[config.mk]
export PLATFORM = sky130hd
export DESIGN_NAME = config_loader
export DESIGN_NICKNAME = d
export VERILOG_FILES = /design/src/rtl/config_pkg.sv /design/src/rtl/config_loader.sv
export SDC_FILE = /design/constraint.sdc
export NUM_CORES = 1
export LEC_CHECK = 0
export ABC_AREA = 1
export BUFFER_PORTS_ARGS = -buffer_cell sky130_fd_sc_hd__clkbuf_2
export CORE_MARGIN = 8
export CORE_UTILIZATION = 57
export CTS_CLUSTER_DIAMETER = 50
export DETAILED_ROUTE_END_ITERATION = 10
export GPL_TIMING_DRIVEN = 0
export HOLD_SLACK_MARGIN = 0.03
export PLACE_DENSITY = 0.89
export SLEW_MARGIN = 20
export SYNTH_ARGS = -nofsm -noshare
export SYNTH_HDL_FRONTEND = slang
export SYNTH_SLANG_ARGS = --single-unit
[constraint.sdc]
create_clock -name clk -period 3.44 [get_ports clk]
set_input_delay 0 -clock clk [delete_from_list [all_inputs] [get_ports clk]]
set_output_delay 0 -clock clk [all_outputs]
set_load 0.05 [all_outputs]
[src/rtl/config_pkg.sv]
// Shared constants and state encoding for the fabric configuration bus.
// Address layout: [15:0] tile id, [31:16] module id.
package config_pkg;

    localparam int CONFIG_ADDR_W = 32;
    localparam int CONFIG_DATA_W = 32;

    localparam int TILE_ID_LSB = 0;
    localparam int TILE_ID_MSB = 15;
    localparam int MOD_ID_LSB  = 16;
    localparam int MOD_ID_MSB  = 31;

    localparam logic [CONFIG_ADDR_W-1:0] DEFAULT_IDLE_ADDR = 32'hFFFF_FFFF;
    localparam logic [CONFIG_ADDR_W-1:0] DEFAULT_END_ADDR  = 32'hFFFF_FFFE;

    typedef enum logic [2:0] {
        WAIT_ADDR = 3'd0,
        WAIT_DATA = 3'd1,
        WRITE     = 3'd2,
        GAP       = 3'd3,
        DONE      = 3'd4
    } state_t;

    function automatic logic [15:0] sat_inc16(input logic [15:0] v);
        return (v == 16'hFFFF) ? v : v + 16'd1;
    endfunction

endpackage

[src/rtl/config_loader.sv]
// Configuration master: consumes {address, data} word pairs and drives each
// write onto the shared config bus for HOLD_CYCLES cycles, then one idle cycle.
module config_loader
    import config_pkg::*;
#(
    parameter int unsigned                     HOLD_CYCLES = 2,
    parameter logic [CONFIG_ADDR_W-1:0]        IDLE_ADDR   = DEFAULT_IDLE_ADDR,
    parameter logic [CONFIG_ADDR_W-1:0]        END_ADDR    = DEFAULT_END_ADDR
) (
    input  logic                     clk,
    input  logic                     reset,
    input  logic                     in_valid,
    output logic                     in_ready,
    input  logic [31:0]              in_word,
    output logic [CONFIG_ADDR_W-1:0] config_addr,
    output logic [CONFIG_DATA_W-1:0] config_data,
    output logic                     busy,
    output logic                     done,
    output logic [15:0]              write_count
);

    // Handshake: a word transfers on a rising edge where in_valid && in_ready;
    // in_ready is a pure function of state and never looks at in_valid.

    state_t                     state_q, state_d;
    logic [CONFIG_ADDR_W-1:0]   addr_q, addr_d;
    logic [CONFIG_ADDR_W-1:0]   config_addr_q, config_addr_d;
    logic [CONFIG_DATA_W-1:0]   config_data_q, config_data_d;
    logic [3:0]                 hold_cnt_q, hold_cnt_d;
    logic                       busy_q, busy_d;
    logic                       done_q, done_d;
    logic [15:0]                write_count_q, write_count_d;

    always_ff @(posedge clk) begin
        if (reset) begin
            state_q       <= WAIT_ADDR;
            addr_q        <= '0;
            config_addr_q <= IDLE_ADDR;
            config_data_q <= '0;
            hold_cnt_q    <= '0;
            busy_q        <= 1'b0;
            done_q        <= 1'b0;
            write_count_q <= '0;
        end else begin
            state_q       <= state_d;
            addr_q        <= addr_d;
            config_addr_q <= config_addr_d;
            config_data_q <= config_data_d;
            hold_cnt_q    <= hold_cnt_d;
            busy_q        <= busy_d;
            done_q        <= done_d;
            write_count_q <= write_count_d;
        end
    end

    always_comb begin
        state_d       = state_q;
        addr_d        = addr_q;
        config_addr_d = config_addr_q;
        config_data_d = config_data_q;
        hold_cnt_d    = hold_cnt_q;
        busy_d        = busy_q;
        done_d        = done_q;
        write_count_d = write_count_q;
        in_ready      = 1'b0;

        unique case (state_q)
            WAIT_ADDR: begin
                in_ready = 1'b1;
                if (in_valid) begin
                    addr_d = in_word;
                    if (in_word == END_ADDR) begin
                        state_d = DONE;
                        done_d  = 1'b1;
                    end else begin
                        state_d = WAIT_DATA;
                        busy_d  = 1'b1;
                    end
                end
            end
            WAIT_DATA: begin
                in_ready = 1'b1;
                if (in_valid) begin
                    config_addr_d = addr_q;
                    config_data_d = in_word;
                    hold_cnt_d    = 4'(HOLD_CYCLES - 1);
                    state_d       = WRITE;
                end
            end
            WRITE: begin
                if (hold_cnt_q == 4'd0) begin
                    // The bus goes idle on the same edge the write is counted.
                    config_addr_d = IDLE_ADDR;
                    config_data_d = '0;
                    write_count_d = sat_inc16(write_count_q);
                    state_d       = GAP;
                end else begin
                    hold_cnt_d = hold_cnt_q - 4'd1;
                end
            end
            GAP: begin
                busy_d  = 1'b0;
                state_d = WAIT_ADDR;
            end
            DONE: begin
                state_d = DONE;
            end
            default: begin
                state_d = WAIT_ADDR;
            end
        endcase
    end

    assign config_addr = config_addr_q;
    assign config_data = config_data_q;
    assign busy        = busy_q;
    assign done        = done_q;
    assign write_count = write_count_q;

endmodule

# Word-level counts from Yosys, hierarchy flattened
# Cells that the tools add are included.
# Widths: inputs -> output; s select.
# classes
muxes	18
n_bitwise	1
addsub	2
reduce_logical	12
eq_ne	11
# op_table
cell	n
$mux 32	4
$pmux 32 s2	2
$eq 32x32->1 const B	1
$reduce_and 3->1	6
$add 16x1->16 const B	1
$eq 16x16->1 const B	1
$mux 3	4
$pmux 3 s4	1
$ne 2x2->1 const B	5
$mux 4	2
$pmux 4 s2	1
$eq 3x2->1 const B	2
$logic_not 4->1	1
$reduce_bool 2->1	2
$sub 4x1->4 const B	1
$eq 3x1->1 const B	1
$eq 3x3->1 const B	1
$logic_not 3->1	1
$mux 1	3
$pmux 1 s2	1
$reduce_and 2->1	1
$reduce_or 2->1	1
$not 1->1	1
# totals
word_cells	52
ff_bits	121

# Longest topological paths before layout
# logic_depth
depth_word	4
ltp_mapped	10

# Worst setup path before layout
# OpenSTA, ideal clock, no wires.
# synth_path
path_type	reg2reg
startpoint	register write_count_q[1] (netlist: write_count[1])
endpoint	register write_count_q[12] (netlist: write_count[12])
stages_incl_launch_ff	11
setup_slack_ns	1.506
n_path_buf	1
t_arrival_ns	1.866
required_time_ns	3.372
cell_sequence	dfxtp_1 > ha_1 > inv_1 > nor2_4 > nand2_2 > nor2_4 > nor2_8 > inv_6 > buf_8 > nand2_1 > a21oi_2
# synth_via
elab_chain_cells	3
# synth_lines
item	line_no	rtl
from (decl)	config_loader.sv:32	logic [15:0] write_count_q, write_count_d;
from (signal assigned)	config_loader.sv:52	write_count_q <= write_count_d;
parallel branches: the longest is 3 deep, another holds $add 16x1->16	--	
# Several ways; the timed one is not identified.
# A chain may end at the register's enable or synchronous reset.

# Worst setup path after layout
# layout_path
startpoint	register write_count_q[1] (netlist: write_count[1])
endpoint	register write_count_q[7] (netlist: write_count[7])
# The elaborated chain is that of the path after synthesis.

==> flow_metrics.py <==
metrics = {
    "clock_network": {
        "cts_sinks": 121,
        "cts.clk_slew.worst_paths_ps": 60,
        "cts_buffers": 17,
        "cts_max_path_buffers": 2,
        "clock-root-buffer": "clkbuf_8",
        "clk_latency_ps": 520,
        "cts_resized": 0,
        "cts_tree": "yes",
        "post_cts_buffers": 0,
        "cts_htree_levels": 4,
    },
    "floorplan": {
        "rows": 34,
        "fp.dieW_um": 109.8,
        "core_um2": 8636,
        "start_util_pct": 58.08,
        "dieArea_um2": 12060,
        "die_y_um": 109.8,
        "io_pins": 118,
    },
    "synth": {
        "yosysWarningCount": 0,
        "synth-seq-cells": 121,
        "syn-num-nets": 709,
        "seq_area_frac_synth_pct": 48.29,
        "netlist_area_um2": 5016,
        "syn_area_per_cell_um2": 7.476,
        "synthDistinctLibCells": 30,
        "synthCells": 671,
    },
    "worst_hold_path": {
        "holdPathEnd": "done",
        "hold_path_class": "in2reg",
        "hold_depth": 3,
        "min_from": "reset",
    },
    "timing": {
        "relSlewSlack_pct": 53.87,
        "finalCritPeriodShare_pct": 58.47,
        "finClkSkew_ps": 10.00,
        "whs_ps": 137.7,
        "finalHoldViolations": 0,
        "tightest_slew_ps": 691.9,
        "rsz0062_at_grt": "false",
        "setup_violations": 0,
        "fmax_mhz": 497.1,
        "tns_ps": 0,
        "period_needed_ps": 2011,
        "slew_viol_final": 0,
    },
    "global_routing": {
        "grt_max_degree": 17,
        "overflow": 0,
        "grt_pass1_wl_um": 28210,
        "grt_pass1_vias": 5754,
        "grt_use_total_pct": 29.82,
        "grt_antenna_before_repair": 0,
    },
    "worst_setup_path": {
        "r2r_setup_slack_ps": 1430,
        "critPathRequiredTime_ps": 3870,
        "path_max_fanout": 10,
        "endpoint_kind": "flop",
        "worstPathArrival_ps": 2440,
        "r2r-end": "write_count[7]",
        "r2r_cells": 10,
        "start_kind": "flop",
        "worst-setup-path-type": "reg2reg",
        "reg2reg_from": "write_count[1]",
    },
    "cells_and_area": {
        "final_nets": 878,
        "mostFrequentLayoutCells": "nand2_1, dfxtp_1, clkbuf_2",
        "n_antenna_cell": 0,
        "mostFrequentLayoutCell": "nand2_1",
        "area_growth_pct": 33.20,
        "layout-drive-gt1-share_pct": 21.92,
    },
    "drt": {
        "post_drt_wl_per_cell_um": 18.58,
        "first_pass_iters": 8,
        "drc": 0,
        "postRouteAntennaNets": 0,
        "drt_iter0_markers": 786,
        "num_vias": 5756,
        "wirelength_um": 17860,
        "viasPerCell": 5.990,
    },
    "placed_design": {
        "dp_hpwl_um": 10730,
        "io_buffers": 116,
        "place_congestion": 0.9334,
    },
    "flow_run": {
        "cap_violations": 0,
    },
    "pwr": {
        "p_leak_uw": 0.002726,
        "ir_worst_vdd_mv": 0.4189,
        "p_per_area_nw_per_um2": 630.2,
    },
    "outcome": {
        "status": "finished, final reports clean",
    },
}
[sequential cells by signal, summed over array words and instances, names as in the netlist]
signal and cells:
addr_q 32, busy 1, config_addr 32, config_data 32, write_count 16, done 1, hold_cnt_q 4, state_q 3
[worst max path at each step]
stage / from / to / cells after the start
after floorplan: write_count[1] / write_count[12] / 10
after global placement: write_count[1] / write_count[12] / 10
after detailed placement: write_count[1] / write_count[11] / 10
after CTS: write_count[1] / write_count[12] / 10
after global routing: write_count[1] / write_count[7] / 10
final: write_count[1] / write_count[7] / 10
[cells in the mapped netlist (all sizes together)]
cell,count,area [um^2]
clkinv,2,8.750
o21ai,42,210.2
nor3,2,10.01
nand4,7,43.79
dfxtp,121,2422
clkbuf,19,71.32
a211oi,1,7.510
o31ai,1,7.510
nand3,44,232.7
inv,27,106.4
a21oi,116,591.8
xnor2,3,26.28
ha,3,37.54
buf,21,180.2
xor2,4,35.03
nand2,217,834.6
nor2,41,190.2
[per-stage QoR]
| stage | area (um^2) | power, uW | utilization (%) | instances | setup slack (ps) |
|---|---|---|---|---|---|
| floorplan | 5016 | 2128 | - | 671 | 1506 |
| finish | 6681 | 4210 | 77.37 | 961 | 1429 |
| global route | 6681 | 4324 | 77.37 | 961 | 1373 |
| detailed placement | 5732 | 2327 | 66.37 | 895 | 1667 |
| CTS | 6681 | 4157 | 77.37 | 961 | 1610 |
| global placement | 5732 | 2304 | 66.37 | 895 | 1741 |
[power breakdown]
group | switching (uW) | total [uW] | internal (uW)
sequential | 68.5 | 1580 | 1510
clock | 646 | 1840 | 1190
combinational | 581 | 793 | 212
total | 1300 | 4210 | 2910
[layer usage]
layer / vias to the layer above / track usage (%) / share of wire, % / routed length (um)
li1: 2546 / - / - / -
met1: 2568 / 32.81 / 35 / 6315
met2: 489 / 49.53 / 47 / 8326
met3: 153 / 8.265 / 11 / 2033
met4: 0 / 19.58 / 6.6 / 1180
met5: - / 0 / 0 / 0
[critical path, cell delays in order (launching register included)]
cell and delay, ps:
dfxtp_1 420, ha_1 330, inv_1 120, nor2_4 200, nand2_2 110, nor2_4 190
nor2_8 80, inv_6 90, buf_8 130, nand2_1 70, a21oi_1 180
[final cells by class]
| cell class | instances | area (um^2) |
|---|---|---|
| timing repair buffer | 150 | 920.9 |
| buffer | 40 | 251.5 |
| sequential | 121 | 2422 |
| tap | 108 | 135.1 |
| clock buffer | 20 | 435.4 |
| inverter | 29 | 115.1 |
| clock inverter | 12 | 173.9 |
| multi-input combinational | 481 | 2227 |
| fill | 530 | 1954 |
[cell families after synthesis]
logic type               synth area share [%]
AND/OR/NAND/NOR                         26.14
AO/OA/AOI/OAI                           16.29
flip-flops                              48.29
buffers and inverters                   7.308
XOR/XNOR                                1.222
adder cells (fa/ha/maj)                0.7484
[timing repair]
item	CTS	global route
endpoints found under the setup margin	0	0
hold endpoints to repair	71	0
hold buffers	34	0
No activity file was read; power rests on OpenSTA's default activity.
